===== config.mk =====
export PLATFORM = sky130hd
export DESIGN_NAME = seq_pattern_gen
export DESIGN_NICKNAME = d
export VERILOG_FILES = /design/src/rtl/seq_pattern_gen.sv
export SDC_FILE = /design/constraint.sdc
export NUM_CORES = 1
export LEC_CHECK = 0
export BUFFER_PORTS_ARGS = -buffer_cell sky130_fd_sc_hd__buf_2
export CAP_MARGIN = 25
export CORE_MARGIN = 2
export CORE_UTILIZATION = 51
export CTS_CLUSTER_SIZE = 8
export DETAILED_ROUTE_END_ITERATION = 6
export GPL_ROUTABILITY_DRIVEN = 1
export GPL_TIMING_DRIVEN = 0
export PLACE_DENSITY_LB_ADDON = 0.25
export SKIP_LAST_GASP = 1
export SYNTH_ARGS = -nofsm -noshare
export SYNTH_HDL_FRONTEND = slang
export SYNTH_SLANG_ARGS = --single-unit

===== constraint.sdc =====
create_clock -name clk -period 2.7 [get_ports clk]
set_input_delay 0.54 -clock clk [delete_from_list [all_inputs] [get_ports clk]]
set_output_delay 0.54 -clock clk [all_outputs]
set_load 0.02 [all_outputs]

===== src/rtl/seq_pattern_gen.sv =====
// seq_pattern_gen: bit-serial pattern transmitter for the "seq" link.
// Shifts a PAT_W-bit pattern out MSB first, one bit per clock, repeats it
// repeat_cnt times with an optional idle gap between copies, and pulses
// done after the last bit. Every output comes straight from a flop.
module seq_pattern_gen #(
    parameter int   PAT_W    = 4,
    parameter int   CNT_W    = 8,
    parameter logic IDLE_BIT = 1'b0
) (
    input  logic             clk,
    input  logic             reset,
    input  logic             start,
    input  logic [PAT_W-1:0] pattern_in,
    input  logic [CNT_W-1:0] repeat_cnt,
    input  logic [CNT_W-1:0] gap_cycles,
    output logic             busy,
    output logic             seq_out,
    output logic             seq_valid,
    output logic             frame_start,
    output logic             done
);

    // Bit index counts PAT_W-1 down to 0 inside one copy of the pattern.
    localparam int IDX_W = (PAT_W > 1) ? $clog2(PAT_W) : 1;
    localparam logic [IDX_W-1:0] MSB_IDX = IDX_W'(PAT_W - 1);

    typedef enum logic [1:0] {
        ST_IDLE = 2'd0,
        ST_SEND = 2'd1,
        ST_GAP  = 2'd2,
        ST_DONE = 2'd3
    } state_t;

    // Current-cycle state and the values latched at the accepted start.
    state_t           state;
    logic [PAT_W-1:0] pat;
    logic [CNT_W-1:0] gap_len;
    logic [CNT_W-1:0] rep_left;
    logic [CNT_W-1:0] gap_left;
    logic [IDX_W-1:0] bit_idx;

    // Next-cycle values produced by the combinational process.
    state_t           state_nxt;
    logic [PAT_W-1:0] pat_nxt;
    logic [CNT_W-1:0] gap_len_nxt;
    logic [CNT_W-1:0] rep_left_nxt;
    logic [CNT_W-1:0] gap_left_nxt;
    logic [IDX_W-1:0] bit_idx_nxt;

    logic             busy_nxt;
    logic             seq_out_nxt;
    logic             seq_valid_nxt;
    logic             frame_start_nxt;
    logic             done_nxt;

    // A new request is taken whenever the transmitter is not busy; this
    // includes the DONE cycle so back-to-back transfers lose no clock.
    logic accept;
    assign accept = start && ((state == ST_IDLE) || (state == ST_DONE));

    // Last bit of a copy is on the line this cycle.
    logic last_bit;
    assign last_bit = (state == ST_SEND) && (bit_idx == '0);

    // Final copy just finished: rep_left is about to reach zero.
    logic last_copy;
    assign last_copy = (rep_left == CNT_W'(1));

    // Next-state and next-counter logic for the transmit FSM.
    always_comb begin
        state_nxt    = state;
        pat_nxt      = pat;
        gap_len_nxt  = gap_len;
        rep_left_nxt = rep_left;
        gap_left_nxt = gap_left;
        bit_idx_nxt  = bit_idx;

        case (state)
            ST_IDLE, ST_DONE: begin
                state_nxt = ST_IDLE;
                if (accept) begin
                    pat_nxt      = pattern_in;
                    gap_len_nxt  = gap_cycles;
                    rep_left_nxt = repeat_cnt;
                    bit_idx_nxt  = MSB_IDX;
                    if (repeat_cnt == '0) begin
                        state_nxt = ST_DONE;
                    end else begin
                        state_nxt = ST_SEND;
                    end
                end
            end

            ST_SEND: begin
                if (last_bit) begin
                    rep_left_nxt = rep_left - CNT_W'(1);
                    if (last_copy) begin
                        state_nxt = ST_DONE;
                    end else if (gap_len == '0) begin
                        // Next copy follows immediately, no idle bubble.
                        state_nxt   = ST_SEND;
                        bit_idx_nxt = MSB_IDX;
                    end else begin
                        // gap_left counts the remaining gap cycles minus one,
                        // so the GAP state lasts exactly gap_len cycles.
                        state_nxt    = ST_GAP;
                        gap_left_nxt = gap_len - CNT_W'(1);
                    end
                end else begin
                    bit_idx_nxt = bit_idx - IDX_W'(1);
                end
            end

            ST_GAP: begin
                if (gap_left == '0) begin
                    state_nxt   = ST_SEND;
                    bit_idx_nxt = MSB_IDX;
                end else begin
                    gap_left_nxt = gap_left - CNT_W'(1);
                end
            end

            default: begin
                state_nxt = ST_IDLE;
            end
        endcase
    end

    // Output values for the next cycle, derived from the next state so the
    // registered outputs line up with the state they describe.
    always_comb begin
        busy_nxt        = 1'b0;
        seq_out_nxt     = IDLE_BIT;
        seq_valid_nxt   = 1'b0;
        frame_start_nxt = 1'b0;
        done_nxt        = 1'b0;

        case (state_nxt)
            ST_SEND: begin
                busy_nxt        = 1'b1;
                seq_out_nxt     = pat_nxt[bit_idx_nxt];
                seq_valid_nxt   = 1'b1;
                frame_start_nxt = (bit_idx_nxt == MSB_IDX);
            end
            ST_GAP: begin
                busy_nxt = 1'b1;
            end
            ST_DONE: begin
                done_nxt = 1'b1;
            end
            default: begin
                busy_nxt = 1'b0;
            end
        endcase
    end

    // Control state and registered outputs; reset wins over start.
    always_ff @(posedge clk) begin
        if (reset) begin
            state       <= ST_IDLE;
            rep_left    <= '0;
            gap_left    <= '0;
            bit_idx     <= '0;
            busy        <= 1'b0;
            seq_out     <= IDLE_BIT;
            seq_valid   <= 1'b0;
            frame_start <= 1'b0;
            done        <= 1'b0;
        end else begin
            state       <= state_nxt;
            rep_left    <= rep_left_nxt;
            gap_left    <= gap_left_nxt;
            bit_idx     <= bit_idx_nxt;
            busy        <= busy_nxt;
            seq_out     <= seq_out_nxt;
            seq_valid   <= seq_valid_nxt;
            frame_start <= frame_start_nxt;
            done        <= done_nxt;
        end
    end

    // Latched transfer data; only meaningful while a transfer is active,
    // so it carries no reset.
    always_ff @(posedge clk) begin
        pat     <= pat_nxt;
        gap_len <= gap_len_nxt;
    end

endmodule


==> flow_summary.toml, run 1 <==
[outcome]
outcome = "completed"

[cts]
cts_post_setup_buffers_inserted = 0
h-tree-depth = 2
clock-sinks = 37
clock-root-buffer = "clkbuf_8"
cts_buffers = 5
cts_buffer_depth = 2
cts_tree = "built"
clkTransAtPathRegs_ns = 0.07
clk-insertion-delay-late_ns = 0.29

[routing]
postRouteWirelength_um = 4470
drt-vias-per-instance = 5.82
first_iter_violations = 107
vias = 1856
ant_nets = 0
wl_per_cell_um = 14.0
drc = 0
drtPass1Iterations = 4

[setup_path]
r2r_cells = 8
criticalPathCategory = "reg2reg"
worstPathRequired_ns = 2.92
arrival_ns = 2.78
cp-end-kind = "flip-flop"
worstPathMaxFanout = 5
cp-start-kind = "flip-flop"

[synth]
yosysWarnings = 0
synth_common_cells = "29 x dfxtp_1, 25 x nor2_1, 23 x a21oi_1"
synth_top_area_frac = 0.284
ys_ff_latch = 37
netlist_area_um2 = 2050
synth_area_leaders = "dfxtp_1 28%, edfxtp_1 12%, a21oi_1 5.6%, ha_1 4.9%, nor2_1 4.6%"
synth_edf_count = 8
synth.distinct_cells = 53
seq_area_frac_synth = 0.401
syn_nets = 266
synthArstFlopShare = 0
syn_inst = 235
syn_area_per_cell_um2 = 8.71
yosysMostFrequentCell = "dfxtp_1"
yosys.area.top_type = "dfxtp_1"
dominantRegCellSynth = "dfxtp_1"

[floorplan]
die_area_um2 = 4540
fp.dieH_um = 67.4
die_width_um = 67.4
start_util = 0.519
io-pin-count = 28
core_um2 = 3940
std_cell_rows = 23

[sta]
rsz0062_at_grt = "false"
final_hold_viol_count = 0
setup_tns_ns = 0
slew_headroom = 0.620
fmax_mhz = 391
min_period_ns = 2.56
clock_skew_ns = 0.00558
layout_setup_ws_ns = 0.141
finalSetupViolations = 0
slew_violations = 0
period_share = 0.948
worstMarginPinSlew_ns = 0.565

[cells_and_area]
finalInstanceArea_um2 = 2380
fin_nets = 299
antennaDiodeCount = 0
layout-drive-gt1-share = 0.219
multi_input_area_um2 = 1180
stdcell_count = 319
area_growth_pct = 16.3
regArea_um2 = 821
fillers = 353

[placement]
place_inst = 312
gp_congestion = 0.842
placed_area_um2 = 2250
dpl.hpwl_um = 3330
pre_cts_ws_ns = -0.387
port_buffers = 27

[grt]
grt_pass1_wl_um = 7390
grt_max_degree = 13
grt_use_total = 0.215
grt_pass1_vias = 1634
gr-total-overflow = 0
antenna_found_initial = 0

[pwr]
ir_drop_mv = 0.447
p_per_area_nw_per_um2 = 651
leakagePower_nw = 0.926

[hold_path]
holdPathStages = 1
hold_class = "in2reg"

[job]
drv_cap = 0
-- area by class of cell --
cell class	count	share of cell area
Clock inverter	3	0.0174
Timing Repair Buffer	27	0.0568
Multi-Input combinational cell	178	0.494
Clock buffer	5	0.0289
Sequential cell	37	0.345
Buffer	6	0.0110
Inverter	13	0.0205
Tap cell	50	0.0263
-- cell families (layout without fill, tap and decap cells) --
kind of cell,after synthesis,after routing,synth area share
AOI/OAI and AO/OA,71,71,0.230
xor gates and xnor gates,2,2,0.00856
adders and majority gates,8,8,0.0489
buffers and inverters,20,54,0.0367
DFF,37,37,0.401
muxes,9,9,0.0465
and+or+nand+nor,88,88,0.229
-- registers in the layout (all words and copies together), names as in the netlist, 2 cells and up --
register,cells
gap_left,8
gap_len,8
rep_left,8
pat,4
bit_idx,2
state,2
-- cells in the final DEF (no fill, tap or decap), drive strengths merged, types with 2 or more instances in the layout --
cell type  count
nor2          25
or3            6
o31ai          2
mux2           4
inv           13
a2bb2oi        2
ha             8
dfxtp         29
nor3           9
nand3b         2
or2            3
clkbuf        11
o21ai         14
a21o           2
mux2i          5
nand2         18
a21oi         23
nor4           7
edfxtp         8
nand3          5
nand2b         3
a31oi          7
nor3b          2
a2111o         2
o21a           2
nor2b          4
a211oi         3
o22ai          4
buf           27
-- worst paths after layout --
kind / startpoint / slack [ns] / endpoint
worst min register to register: pat[1]$_DFF_P_ / 0.48 / pat[1]$_DFF_P_
worst min-delay path: gap_cycles[5] / 0.42 / gap_len[5]$_DFFE_PP_
worst max-delay path: gap_len[0]$_DFFE_PP_ / 0.14 / seq_out$_SDFF_PP0_
worst max register to register: gap_len[0]$_DFFE_PP_ / 0.14 / seq_out$_SDFF_PP0_
-- per-stage QoR --
step,util,hold slack [ns],power [mW]
after global routing,0.604,0.413,1.63
final,0.604,0.422,1.55
after CTS,0.600,0.420,1.55
after detailed placement,0.570,0.466,1.08
after global placement,0.570,0.455,1.07
after floorplan,-,0.449,0.977
-- timing repair --
item,4_1_cts,5_1_grt
gates cloned,0,0
hold buffers,0,0
resized for setup,6,3
setup endpoints to repair,2,2
pin swaps,0,1
-- critical path: stages, from the launching register on --
cell	delay, ns
edfxtp_1	0.44
or4_4	0.59
or3_4	0.42
a21oi_1	0.16
o21a_1	0.19
ha_1	0.16
inv_1	0.07
or3_1	0.34
o22ai_1	0.13
-- per-layer routing --
| layer | wire length (um) | GRT usage | vias up |
|---|---|---|---|
| met4 | 59 | 0.0689 | 0 |
| met5 | 0 | 0 | - |
| met2 | 2160 | 0.360 | 37 |
| li1 | - | - | 927 |
| met1 | 2070 | 0.285 | 886 |
| met3 | 175 | 0.0350 | 6 |
-- power by group --
group | switching [mW] | internal (mW) | total [mW]
logic | 0.227 | 0.167 | 0.394
registers | 0.0511 | 0.630 | 0.681
clock network | 0.202 | 0.272 | 0.474
No activity file was read; power rests on OpenSTA's default activity.
==> run 2: changes to the inputs <==
--- a/config.mk
+++ b/config.mk
@@ -7,6 +7,7 @@
 export LEC_CHECK = 0
 export BUFFER_PORTS_ARGS = -buffer_cell sky130_fd_sc_hd__buf_2
 export CAP_MARGIN = 25
+export CORE_ASPECT_RATIO = 1.25
 export CORE_MARGIN = 2
 export CORE_UTILIZATION = 51
 export CTS_CLUSTER_SIZE = 8
==> flow_summary.toml, run 2 (same netlist as run 1, synthesis figures left out) <==
[grt]
antenna_found_initial = 0
grt_pass1_vias = 1752
gr-total-overflow = 0
grt_max_degree = 13
grt_pass1_wl_um = 7610
grt_use_total = 0.223

[hold_path]
hold_class = "in2reg"
holdPathStages = 1
hold_start = "gap_cycles[4]"
worstHoldEndpoint = "gap_len[4]$_DFFE_PP_"

[setup_path]
r2r_cells = 8
worstPathMaxFanout = 5
criticalPathCategory = "reg2reg"
r2r_end = "seq_out$_SDFF_PP0_"
reg2reg_slack_ns = 0.12
cp_slowest_cell = "or4_4"
r2r_start = "gap_len[1]$_DFFE_PP_"
cp-start-kind = "flip-flop"
arrival_ns = 2.79
startpoint = "gap_len[1]$_DFFE_PP_"
cp-end-kind = "flip-flop"
worstPathCellList = "or4_4 > or3_4 > a21oi_1 > o21a_1 > ha_1 > inv_1 > or3_1 > o22ai_1"
worstPathRequired_ns = 2.91
slowest_delay_ns = 0.61

[floorplan]
start_util = 0.536
die_area_um2 = 4540
die_width_um = 60.7
io-pin-count = 28
fp.dieH_um = 74.8
core_um2 = 3820
std_cell_rows = 25

[cells_and_area]
final_core_util = 0.629
largest_registers = "gap_left: 8 flops, gap_len: 8 flops, rep_left: 8 flops"
layout-drive-gt1-share = 0.225
final_cell_mix = "29 x dfxtp_1, 27 x buf_2, 25 x nor2_1"
layout_commonest_cell = "dfxtp_1"
area_growth_pct = 17.3
fin_nets = 301
antennaDiodeCount = 0

[sta]
layout_setup_ws_ns = 0.123
rsz0062_at_grt = "false"
finalSetupViolations = 0
clock_skew_ns = 0.00967
final_hold_viol_count = 0
slew_violations = 0
fin_hold_ws_ns = 0.417
fmax_mhz = 388
slew_headroom = 0.628
min_period_ns = 2.58
worstMarginPinSlew_ns = 0.553
period_share = 0.954

[routing]
drt-vias-per-instance = 5.82
ant_nets = 0
drc = 0
vias = 1893
drtPass1Iterations = 4
wl_per_cell_um = 14.2
postRouteWirelength_um = 4610
first_iter_violations = 118

[pwr]
intPower_mw = 1.08
clkPwrFrac = 0.301
leakagePower_nw = 0.941
p_sw_uw = 473
p_per_area_nw_per_um2 = 645
pwr-share-seq = 0.441
power_switching_share = 0.306
ir_drop_mv = 0.466
p_comb_frac = 0.259

[outcome]
outcome = "completed"

[job]
drv_cap = 0

[cts]
cts_tree = "built"
clkTransAtPathRegs_ns = 0.08
hold_buffers = 0
h-tree-depth = 2
clock-sinks = 37
cts_buffers = 5
clk-insertion-delay-late_ns = 0.29
clock-root-buffer = "clkbuf_8"
cts_buffer_depth = 2

[placement]
port_buffers = 27
gp_congestion = 0.877
dpl.hpwl_um = 3460
pre_cts_ws_ns = -0.311
==> run 2: cell count changes in the layout (fill, tap and decap cells not counted) <==
cell        before  now
clkinv_2         0    1
clkinvlp_4       1    0
buf_6            0    1
clkinv_1         1    0
buf_4            0    2
clkbuf_1         5    6
clkbuf_4         1    0
==> run 2: power groups by stage <==
stage | combinational, mW | clock (mW) | sequential (mW)
floorplan | 0.287 | 0 | 0.690
detailed placement | 0.386 | 0 | 0.693
CTS | 0.390 | 0.476 | 0.681
finish | 0.401 | 0.466 | 0.682
global placement | 0.376 | 0 | 0.691
global route | 0.450 | 0.496 | 0.691
==> run 2: layout make-up <==
class                      count  area, um2
clock inverter                 2       35.0
multi-input combinational    178       1180
tap                           54       67.6
buffer                         6       30.0
sequential                    37        821
inverter                      13       48.8
fill                         364       1420
timing repair buffer          29        150
clock buffer                   6       72.6
==> run 2: worst max-delay path by stage <==
stage | endpoint | slack, ns | cells past startpoint
global route | seq_out$_SDFF_PP0_ | 0.01 | 8
floorplan | gap_left[6]$_SDFFE_PP0P_ | 0.05 | 10
finish | seq_out$_SDFF_PP0_ | 0.12 | 8
CTS | gap_left[6]$_SDFFE_PP0P_ | 0.009 | 10
global placement | gap_left[6]$_SDFFE_PP0P_ | -0.32 | 10
detailed placement | gap_left[6]$_SDFFE_PP0P_ | -0.31 | 10
==> run 2: through the flow <==
step	power (mW)	setup TNS [ns]	area, um2	instances
final	1.55	0	2400	325
after global routing	1.64	0	2400	325
after CTS	1.55	0	2370	324
after detailed placement	1.08	-0.333	2250	316
after global placement	1.07	-0.357	2250	316
after floorplan	0.977	0	2050	235
==> run 2: worst max-delay path: cells and delay by family, from the launching register on <==
kind	cells	cell delay, ns
AOI/OAI and AO/OA	3	0.48
buffers and inverters	1	0.06
DFF	1	0.42
adders and majority gates	1	0.16
and+or+nand+nor	3	1.38
==> run 2: repair_timing <==
item | CTS | global route
setup buffers | 0 | 2
resized for setup | 5 | 5
endpoints found under the setup margin | 2 | 2
pin swaps | 0 | 3
==> run 2: per-layer routing <==
| metal | track usage | share of wire | wire length (um) | vias to the layer above |
|---|---|---|---|---|
| met4 | 0.126 | 0.031 | 142 | 0 |
| met1 | 0.265 | 0.43 | 2000 | 910 |
| met5 | 0 | 0 | 0 | - |
| li1 | - | - | - | 935 |
| met3 | 0.0378 | 0.029 | 134 | 15 |
| met2 | 0.376 | 0.51 | 2330 | 33 |
==> run 3: changes to the inputs <==
--- a/config.mk
+++ b/config.mk
@@ -5,6 +5,7 @@
 export SDC_FILE = /design/constraint.sdc
 export NUM_CORES = 1
 export LEC_CHECK = 0
+export ABC_AREA = 1
 export BUFFER_PORTS_ARGS = -buffer_cell sky130_fd_sc_hd__buf_2
 export CAP_MARGIN = 25
 export CORE_ASPECT_RATIO = 1.25
==> flow_summary.toml, run 3 <==
[pwr]
p_comb_frac = 0.267
p_sw_uw = 486
clkPwrFrac = 0.299
intPower_mw = 1.06
p_per_area_nw_per_um2 = 650
ir_drop_mv = 0.486
pwr-share-seq = 0.434
p_total_mw = 1.55
power_switching_share = 0.314
leakagePower_nw = 1.12

[cts]
cts_tree = "built"
cts_post_setup_buffers_inserted = 0
cts_buffers = 5
cts_buffer_depth = 2
clk-insertion-delay-late_ns = 0.28
h-tree-depth = 2
cts_resized = 0
clkTransAtPathRegs_ns = 0.07
clock-root-buffer = "clkbuf_8"
hold_buffers = 0
clock-sinks = 37

[setup_path]
cp-start-kind = "flip-flop"
reg2reg_slack_ns = 0.62
r2r_end = "frame_start$_SDFF_PP0_"
worstPathRequired_ns = 2.91
worstPathCellList = "ha_1 > inv_2 > nor2_2 > o21ai_1 > nand2_1 > a31oi_1 > a21oi_1 > ha_1 > inv_1 > nor2_1 > inv_1 > nor3_1"
criticalPathCategory = "reg2reg"
arrival_ns = 2.29
slowest_delay_ns = 0.37
cp_slowest_cell = "dfxtp_1"
crit_family = "simple AND/OR/NAND/NOR gates"
worstPathMaxFanout = 5
startpoint = "state[0]$_SDFF_PP0_"
r2r_cells = 12
r2r_start = "state[0]$_SDFF_PP0_"
cp-end-kind = "flip-flop"
path_buf_inv = 3

[sta]
final_hold_viol_count = 0
fmax_mhz = 482
slew_headroom = 0.663
min_period_ns = 2.08
layout_setup_ws_ns = 0.624
finalSetupViolations = 0
slew_violations = 0
setup_tns_ns = 0
worstMarginPinSlew_ns = 0.501
period_share = 0.769
clock_skew_ns = 0.00578
rsz0062_at_grt = "false"

[hold_path]
hold_class = "in2reg"
holdPathStages = 1
hold_start = "gap_cycles[3]"
worstHoldEndpoint = "gap_len[3]$_DFFE_PP_"

[cells_and_area]
layout-drive-gt1-share = 0.180
largest_registers = "gap_left: 8 flops, gap_len: 8 flops, rep_left: 8 flops"
multi_input_area_um2 = 1010
layout_commonest_cell = "nand2_1"
finalInstanceArea_um2 = 2380
final_cell_mix = "50 x nand2_1, 47 x inv_1, 35 x nor2_1"
fillers = 352
stdcell_count = 370
area_growth_pct = 14.9
fin_nets = 346
antennaDiodeCount = 0
regArea_um2 = 821

[floorplan]
io-pin-count = 28
die_area_um2 = 4590
start_util = 0.538
die_width_um = 61.0
fp.dieH_um = 75.2
core_um2 = 3850
std_cell_rows = 25

[routing]
wl_per_cell_um = 10.9
ant_nets = 0
postRouteWirelength_um = 4020
vias = 1777
drc = 0
drt-vias-per-instance = 4.80
first_iter_violations = 160
drtPass1Iterations = 4

[synth]
synth_area_leaders = "dfxtp_1 28%, edfxtp_1 12%, nand2_1 9.1%, inv_1 8.5%, nor2_1 6.3%"
yosys.area.top_type = "dfxtp_1"
seq_area_frac_synth = 0.396
synth_common_cells = "50 x nand2_1, 47 x inv_1, 35 x nor2_1"
yosysWarnings = 0
ys_ff_latch = 37
syn_nets = 313
netlist_area_um2 = 2070
synth_edf_count = 8
yosysMostFrequentCell = "nand2_1"
synth.distinct_cells = 37
syn_inst = 282
synth_top_area_frac = 0.280
syn_area_per_cell_um2 = 7.34
synthArstFlopShare = 0
dominantRegCellSynth = "dfxtp_1"

[job]
drv_cap = 0

[placement]
placed_area_um2 = 2270
place_inst = 362
port_buffers = 26
gp_congestion = 0.882
pre_cts_ws_ns = 0.623
dpl.hpwl_um = 3190

[grt]
gr-total-overflow = 0
antenna_found_initial = 0
grt_pass1_vias = 1564
grt_use_total = 0.190
grt_pass1_wl_um = 6430
grt_max_degree = 13

[outcome]
outcome = "completed"
## run 3: cell count changes after synthesis, moves of 5 or more
cell and change:
inv_1 +34, mux2i_1 -5, nand2_1 +32, nor3_1 -5
a21oi_1 -7, nor2_1 +10, o21ai_0 +10, o21ai_1 +6
## run 3: routing by layer
layer  up-vias  track usage  wire (um)
met1       782        0.219       1820
met4         0       0.0676         28
met5         -            0          0
met3         2       0.0412        143
met2        33        0.341       2030
li1        960            -          -
## run 3: cell type report
type / count / share of cell area
multi-input combinational: 187 / 0.425
sequential: 37 / 0.345
inverter: 51 / 0.0815
timing repair buffer: 26 / 0.0547
clock buffer: 5 / 0.0289
tap: 54 / 0.0284
buffer: 7 / 0.0195
clock inverter: 3 / 0.0174
## run 3: worst register-to-register path: stages (launching register included)
cell and delay, ns:
dfxtp_1 0.37, ha_1 0.25, inv_2 0.08, nor2_2 0.23
o21ai_1 0.10, nand2_1 0.06, a31oi_1 0.04, a21oi_1 0.29
ha_1 0.21, inv_1 0.04, nor2_1 0.11, inv_1 0.07
nor3_1 0.17
## run 3: power by group through the flow
stage          sequential (mW)  clock, mW  combinational (mW)
4_1_cts                  0.672      0.476               0.413
3_5_place_dp             0.684          0               0.412
5_1_grt                  0.679      0.498               0.469
6_report                 0.672      0.463               0.413
3_3_place_gp             0.681          0               0.405
2_1_floorplan            0.685          0               0.312
## run 3: metrics by stage
step | util | hold slack [ns]
2_1_floorplan | - | 0.439
3_3_place_gp | 0.590 | 0.447
3_5_place_dp | 0.590 | 0.458
4_1_cts | 0.618 | 0.424
5_1_grt | 0.618 | 0.415
6_report | 0.618 | 0.432
## run 3: worst max path at each step
stage                        endpoint  slack (ns)  depth (start not counted)
2_1_floorplan  frame_start$_SDFF_PP0_        0.91                         14
5_1_grt        frame_start$_SDFF_PP0_        0.35                         12
3_3_place_gp   frame_start$_SDFF_PP0_        0.62                         13
3_5_place_dp   frame_start$_SDFF_PP0_        0.62                         12
4_1_cts        frame_start$_SDFF_PP0_        0.60                         13
6_report       frame_start$_SDFF_PP0_        0.62                         12
## run 3: logic make-up (layout without fill, tap and decap cells)
group / Yosys count / in the layout / share of synthesized area
AND/OR/NAND/NOR: 114 / 114 / 0.250
AO/OA/AOI/OAI: 58 / 58 / 0.160
buffers and inverters: 58 / 92 / 0.116
flip-flops: 37 / 37 / 0.396
adder cells (fa/ha/maj): 8 / 8 / 0.0483
XOR/XNOR: 7 / 7 / 0.0296
